[src/rtl/hazard_ctrl.sv]
// Pipeline hazard controller: a three-slot writer scoreboard drives stall,
// bubble and flush decisions for a five-stage in-order pipeline.
module hazard_ctrl #(
    parameter int ARQ = 16,
    parameter int RW  = 4
) (
    input  logic          clk,
    input  logic          rst,
    input  logic          id_valid,
    input  logic [2:0]    id_opcode,
    input  logic [RW-1:0] id_rd,
    input  logic [RW-1:0] id_rs1,
    input  logic [RW-1:0] id_rs2,
    input  logic          ex_jump_taken,
    input  logic          mem_req,
    input  logic          mem_ready,
    output logic          pc_en,
    output logic          if_id_en,
    output logic          id_ex_en,
    output logic          ex_mem_en,
    output logic          mem_wb_en,
    output logic          flush_if_id,
    output logic          flush_id_ex,
    output logic [1:0]    state,
    output logic [15:0]   stall_cycles
);

    typedef enum logic [1:0] {
        RUN   = 2'd0,
        HAZ   = 2'd1,
        FLUSH = 2'd2,
        MWAIT = 2'd3
    } action_t;

    action_t       act;
    action_t       state_q;
    logic          writer;
    logic          reader;
    logic          hazard;
    logic [2:0]    slot_v;
    logic [RW-1:0] slot_rd [3];
    logic          unused_arq;

    assign unused_arq = (ARQ > 0);

    always_comb begin
        writer = 1'b0;
        reader = 1'b0;
        case (id_opcode)
            3'b000:  writer = 1'b1;
            3'b001:  begin writer = 1'b1; reader = 1'b1; end
            3'b010:  begin writer = 1'b1; reader = 1'b1; end
            3'b011:  reader = 1'b1;
            3'b100:  reader = 1'b1;
            3'b111:  begin writer = 1'b1; reader = 1'b1; end
            default: ;
        endcase
    end

    // Slot 0 is EX, 1 is MEM, 2 is WB.
    always_comb begin
        hazard = 1'b0;
        for (int unsigned i = 0; i < 3; i++) begin
            if (slot_v[i] && (slot_rd[i] == id_rs1 || slot_rd[i] == id_rs2))
                hazard = 1'b1;
        end
        hazard = hazard && id_valid && reader;
    end

    always_comb begin
        if (mem_req && !mem_ready)
            act = MWAIT;
        else if (ex_jump_taken)
            act = FLUSH;
        else if (hazard)
            act = HAZ;
        else
            act = RUN;
    end

    always_comb begin
        pc_en       = 1'b1;
        if_id_en    = 1'b1;
        id_ex_en    = 1'b1;
        ex_mem_en   = 1'b1;
        mem_wb_en   = 1'b1;
        flush_if_id = 1'b0;
        flush_id_ex = 1'b0;
        if (rst) begin
            pc_en       = 1'b0;
            if_id_en    = 1'b0;
            id_ex_en    = 1'b0;
            ex_mem_en   = 1'b0;
            mem_wb_en   = 1'b0;
            flush_if_id = 1'b1;
            flush_id_ex = 1'b1;
        end else begin
            case (act)
                MWAIT: begin
                    pc_en     = 1'b0;
                    if_id_en  = 1'b0;
                    id_ex_en  = 1'b0;
                    ex_mem_en = 1'b0;
                    mem_wb_en = 1'b0;
                end
                FLUSH: begin
                    flush_if_id = 1'b1;
                    flush_id_ex = 1'b1;
                end
                HAZ: begin
                    pc_en       = 1'b0;
                    if_id_en    = 1'b0;
                    flush_id_ex = 1'b1;
                end
                default: ;
            endcase
        end
    end

    always_ff @(posedge clk) begin
        if (rst) begin
            slot_v       <= '0;
            state_q      <= RUN;
            stall_cycles <= '0;
        end else begin
            state_q <= act;
            if (act != RUN && stall_cycles != '1)
                stall_cycles <= stall_cycles + 16'd1;
            if (act != MWAIT) begin
                slot_v[2]  <= slot_v[1];
                slot_v[1]  <= slot_v[0];
                slot_v[0]  <= (act == RUN) && id_valid && writer;
                slot_rd[2] <= slot_rd[1];
                slot_rd[1] <= slot_rd[0];
                slot_rd[0] <= id_rd;
            end
        end
    end

    assign state = state_q;

endmodule

[config.mk]
export PLATFORM = sky130hd
export DESIGN_NAME = hazard_ctrl
export DESIGN_NICKNAME = d
export VERILOG_FILES = /design/src/rtl/hazard_ctrl.sv
export SDC_FILE = /design/constraint.sdc
export NUM_CORES = 1
export LEC_CHECK = 0
export BUFFER_PORTS_ARGS = -buffer_cell sky130_fd_sc_hd__buf_4
export CORE_MARGIN = 5
export CORE_UTILIZATION = 30
export CTS_BUF_LIST = sky130_fd_sc_hd__clkbuf_4
export CTS_CLUSTER_SIZE = 12
export DETAILED_ROUTE_END_ITERATION = 8
export GPL_ROUTABILITY_DRIVEN = 0
export GPL_TIMING_DRIVEN = 1
export REMOVE_ABC_BUFFERS = 1
export SKIP_LAST_GASP = 1
export SYNTH_ARGS = -nofsm -noshare
export SYNTH_HDL_FRONTEND = slang
export SYNTH_SLANG_ARGS = --single-unit
[constraint.sdc]
create_clock -name clk -period 3.5 [get_ports clk]
set_clock_uncertainty 0.2 [all_clocks]
set_input_delay 0.175 -clock clk [delete_from_list [all_inputs] [get_ports clk]]
set_output_delay 0.175 -clock clk [all_outputs]
set_load 0.005 [all_outputs]
# Word level (Yosys, flattened, before mapping)
# Memory sizes are Yosys's and may differ from the RTL's.
# Index checks and enable logic that the tools add are counted.
# W data, S select, Z words.
# word_totals
register_bits	21
ram_bits	12
in_bits	21
out_inout_bits	25
elab_cells	60
memories	1
# classes
add_sub_neg	1
n_eq_ne	16
n_mux	19
n_reduce_logical	20
# mem_list
memory	depth	width	rd	rd_ports_with_merged_regs	write_ports	line	source
slot_rd	3	4	3	0	3	41	logic [RW-1:0] slot_rd [3];
# ops
operator	n
$eq A4 B4 Y1	6
$mux W1	17
$add A16 B1 Y16 const B	1
$ne A16 B16 Y1 const B	1
$logic_and A1 B1 Y1	9
$eq A3 B2 Y1 const B	2
$eq A3 B3 Y1 const B	2
$reduce_or A5 Y1	1
$eq A2 B2 Y1 const B	2
$mux W2	2
$reduce_or A2 Y1	2
$reduce_or A4 Y1	1
$eq A3 B1 Y1 const B	1
$logic_not A3 Y1	1
$logic_or A1 B1 Y1	3
$eq A2 B1 Y1 const B	1
$logic_not A2 Y1	1
$ne A2 B2 Y1 const B	1
$reduce_bool A2 Y1	1
$logic_not A1 Y1	1

# Depth between registers and ports, before layout
# An unclocked memory read counts as a cell.
# depth
word_depth	16
depth_mapped	10
ltp_nobuf	10

# Worst setup path after synthesis
# Ideal clock, no wire load.
# synth_timing
path_type	reg2reg
start	memory slot_rd[0][1]
end	register stall_cycles[14]
setup_ps	128
t_arrival_ps	2305
required_time_ps	3172
path_slack_ps	868
stages_incl_launch_ff	11
n_path_buf	0
period_less_slack_ps	2632
cell_sequence	edfxtp_1 xor2_1 nor4_1 o21ai_0 a41o_1 ha_1 and4b_1 nand3_1 a211o_1 xor2_1 nor2_1
# synth_rtl
item	line	source
start: declaration	41	
end signal: assignment	128	stall_cycles <= stall_cycles + 16'd1;
end: declaration	25	output logic [15:0] stall_cycles

==> summary.txt <==
layout cells sized above 1 = 0.2646
Vias/cell = 4.647
total number of vias = 1371
yosys warns = 0
clock latency on the worst-skew pair = 0.32 ns
Port Buffers = 45
Gate power share = 0.131
NetSw = 195.3 uW
Simple-Gate Fraction of Synth Area = 0.1830
number of synthesized flops with an enable pin = 12
WL per Instance = 13.22 um
Reg power frac = 0.525
maximum clock path buffer count = 2
largest net degree at the start of global routing = 26
setup TNS = 0 ns
RSZ-0062 raised after global routing = false
Clock Power Share = 0.344
GRT Total Usage = 0.1119
Core ar. = 5574 sq um
Crit. End Element = output port
die area = 7411 sq um
headroom to the max-slew limit = 0.5325
Sw Ratio = 0.2395
Worst EP required = 3.12 ns
effective utilization at floorplan = 0.3116
Period Utilization, post-route = 0.8821
root buffer cell = clkbuf_4
Int Pwr = 620.2 uW
Buf/Inv on CP = 2
main combinational cell family by area after synthesis = XOR/XNOR gates
status = finished clean
drt initial violations = 66
top_reg_cell synth = dfxtp_1
Slowest Stage Delay on Critical Path = 0.59 ns
Async SR Flop Fraction = 0
final worst setup slack = 0.4128 ns
Design Power = 815.5 uW
post-DP HPWL = 2944 um
via count of the first global-routing pass = 1391
CP Cell Sequence = xor2_1 -> nor4_1 -> o21ai_0 -> a41o_1 -> inv_1 -> ha_1 -> nor2_2 -> buf_4
Critical Path Source Type = flop
DRC = 0
multiplexer share of the synthesized area = 0.01729
PwrDens = 359.3 nW/um^2
Die Y-Extent = 86.09 um
final hold violation count = 0
# rows = 27
DRT Wirelength = 3900 um
post-synthesis cell area = 1737 sq um
xor/xnor share of the synthesized area = 0.1967
largest cells by area after synthesis = dfxtp_1 (24%), edfxtp_1 (21%), xor2_1 (18%)
CP top delay family = simple AND/OR/NAND/NOR gates
Hold Worst Slack = 0.07350 ns
max_cap viols = 0
Avg Cell Area, Syn = 10.22 sq um
initial antenna violation count = 0
Compound-Gate Fraction of Synth Area = 0.09150
Synth Register Bits = 33
CP Class = reg -> out
final number of setup-violating endpoints = 0
total gr overflow = 0
die width = 86.09 um
Worst Max-Slew Pin Slew = 0.7006 ns
pre-CTS WS = 0.4463 ns
CTS tree = built
peak supply drop = 142.8 uV
number of diodes = 0
CP arrival = 2.71 ns
Detail Route Antenna Nets = 0
setup bufs post-CTS = 0
CTS sink cnt = 33
I/O pins = 46
Leak = 0.0009238 uW
Synth cell types = 40
worst hold path class = in -> reg
clock-pin transition on the worst setup and hold timing paths = 0.11 ns
Synth top cells by count = xor2_1 (36), nor2_1 (24), dfxtp_1 (21)
Mapped Cells = 170
global-route wire length before repair = 6561 um
share of Yosys cell area claimed by the top area cell type = 0.2421
critical path peak fanout = 15
Max Fclk = 0.3239 GHz
most frequent cell after synthesis = xor2_1
H-tree lvl count = 2
sequential-to-total area share from yosys stat = 0.4496
minimum clock period = 3.087 ns
final slew viol count = 0
TritonRoute pass-1 iters = 4
adder-cell share of the synthesized area = 0.02882
area growth from synthesis to layout = 30.69%
largest area contributor in the netlist = dfxtp_1
Final #Nets = 247
clock buffer count from CTS = 5
CP max-delay cell = nor2_2
[flip-flops by register name, summed over array words and instances, names as in the netlist]
register,count
stall_cycles,16
slot_v,3
slot_rd,12
state,2
[power groups by stage]
stage | Combinational [uW] | Clock, uW | Sequential [uW]
3_3_place_gp | 99.7 | 0 | 437
4_1_cts | 108 | 291 | 428
2_1_floorplan | 47.3 | 0 | 435
5_1_grt | 120 | 307 | 431
6_report | 107 | 281 | 428
3_5_place_dp | 101 | 0 | 437
[worst register-to-register path, cell delays in order, from the launching register on]
cell and delay (ns):
edfxtp_1 0.44, xor2_1 0.18, nor4_1 0.30, o21ai_0 0.16, a41o_1 0.31, ha_1 0.31, and4b_1 0.39, and2_1 0.21
o2111ai_1 0.15, xor2_1 0.16, nor2_1 0.05
[routing by layer]
layer,up-vias,track usage,wire length [um]
met5,-,0,0
met4,0,0.04748,64
li1,697,-,-
met1,633,0.1498,1890
met3,5,0.03362,246
met2,36,0.1661,1699
[layout make-up]
cell class / instances / area, sq um
clock inverters: 3 / 41.29
repair buffers: 52 / 407.9
fillers: 563 / 3304
well taps: 72 / 90.09
inverters: 3 / 11.26
flip-flops and latches: 33 / 780.7
clock buffers: 5 / 37.54
multi-input cells: 127 / 900.9
[cell usage in the layout, fill, tap and decap left out, types with 5 or more instances in the layout]
cell            n
buf_4          45
xor2_1         36
nor2_1         23
dfxtp_1        21
edfxtp_1       12
dlygate4sd3_1   7
nor4_1          6
o21ai_0         6
nand3_1         5
clkbuf_4        5
[stage by stage]
step | utilization | std cells | instance area, sq um
finish | 0.4072 | 295 | 2270
CTS | 0.4067 | 295 | 2267
global placement | 0.3800 | 280 | 2118
global route | 0.4072 | 295 | 2270
detailed placement | 0.3800 | 280 | 2118
floorplan | - | 163 | 1690
[cells by family (layout without fill, tap and decap cells)]
family / count (synthesis) / in the layout
AO/OA/AOI/OAI: 21 / 21
XOR/XNOR: 39 / 39
adder cells (fa/ha/maj): 4 / 4
buffers and inverters: 10 / 63
flip-flops: 33 / 33
multiplexers: 3 / 3
AND/OR/NAND/NOR: 60 / 60
[repair_timing]
item	4_1_cts	5_1_grt
endpoints found under the hold margin	21	0
resized for setup	0	1
hold buffers	7	0
setup endpoints to repair	0	3
[path summary, 6_finish.rpt]
kind | start | endpoint | slack, ns | cells past startpoint
min reg2reg | slot_rd[0][1]$_DFFE_PP_ | slot_rd[0][5]$_DFFE_PP_ | 0.33 | 0
max reg2reg | slot_rd[0][1]$_DFFE_PP_ | stall_cycles[10]$_SDFFE_PP0P_ | 0.54 | 10
min | id_valid | slot_v[0]$_SDFFE_PP0P_ | 0.07 | 5
max | slot_rd[0][2]$_DFFE_PP_ | id_ex_en | 0.41 | 8
Note: power is estimated with default switching activity, not from simulation.
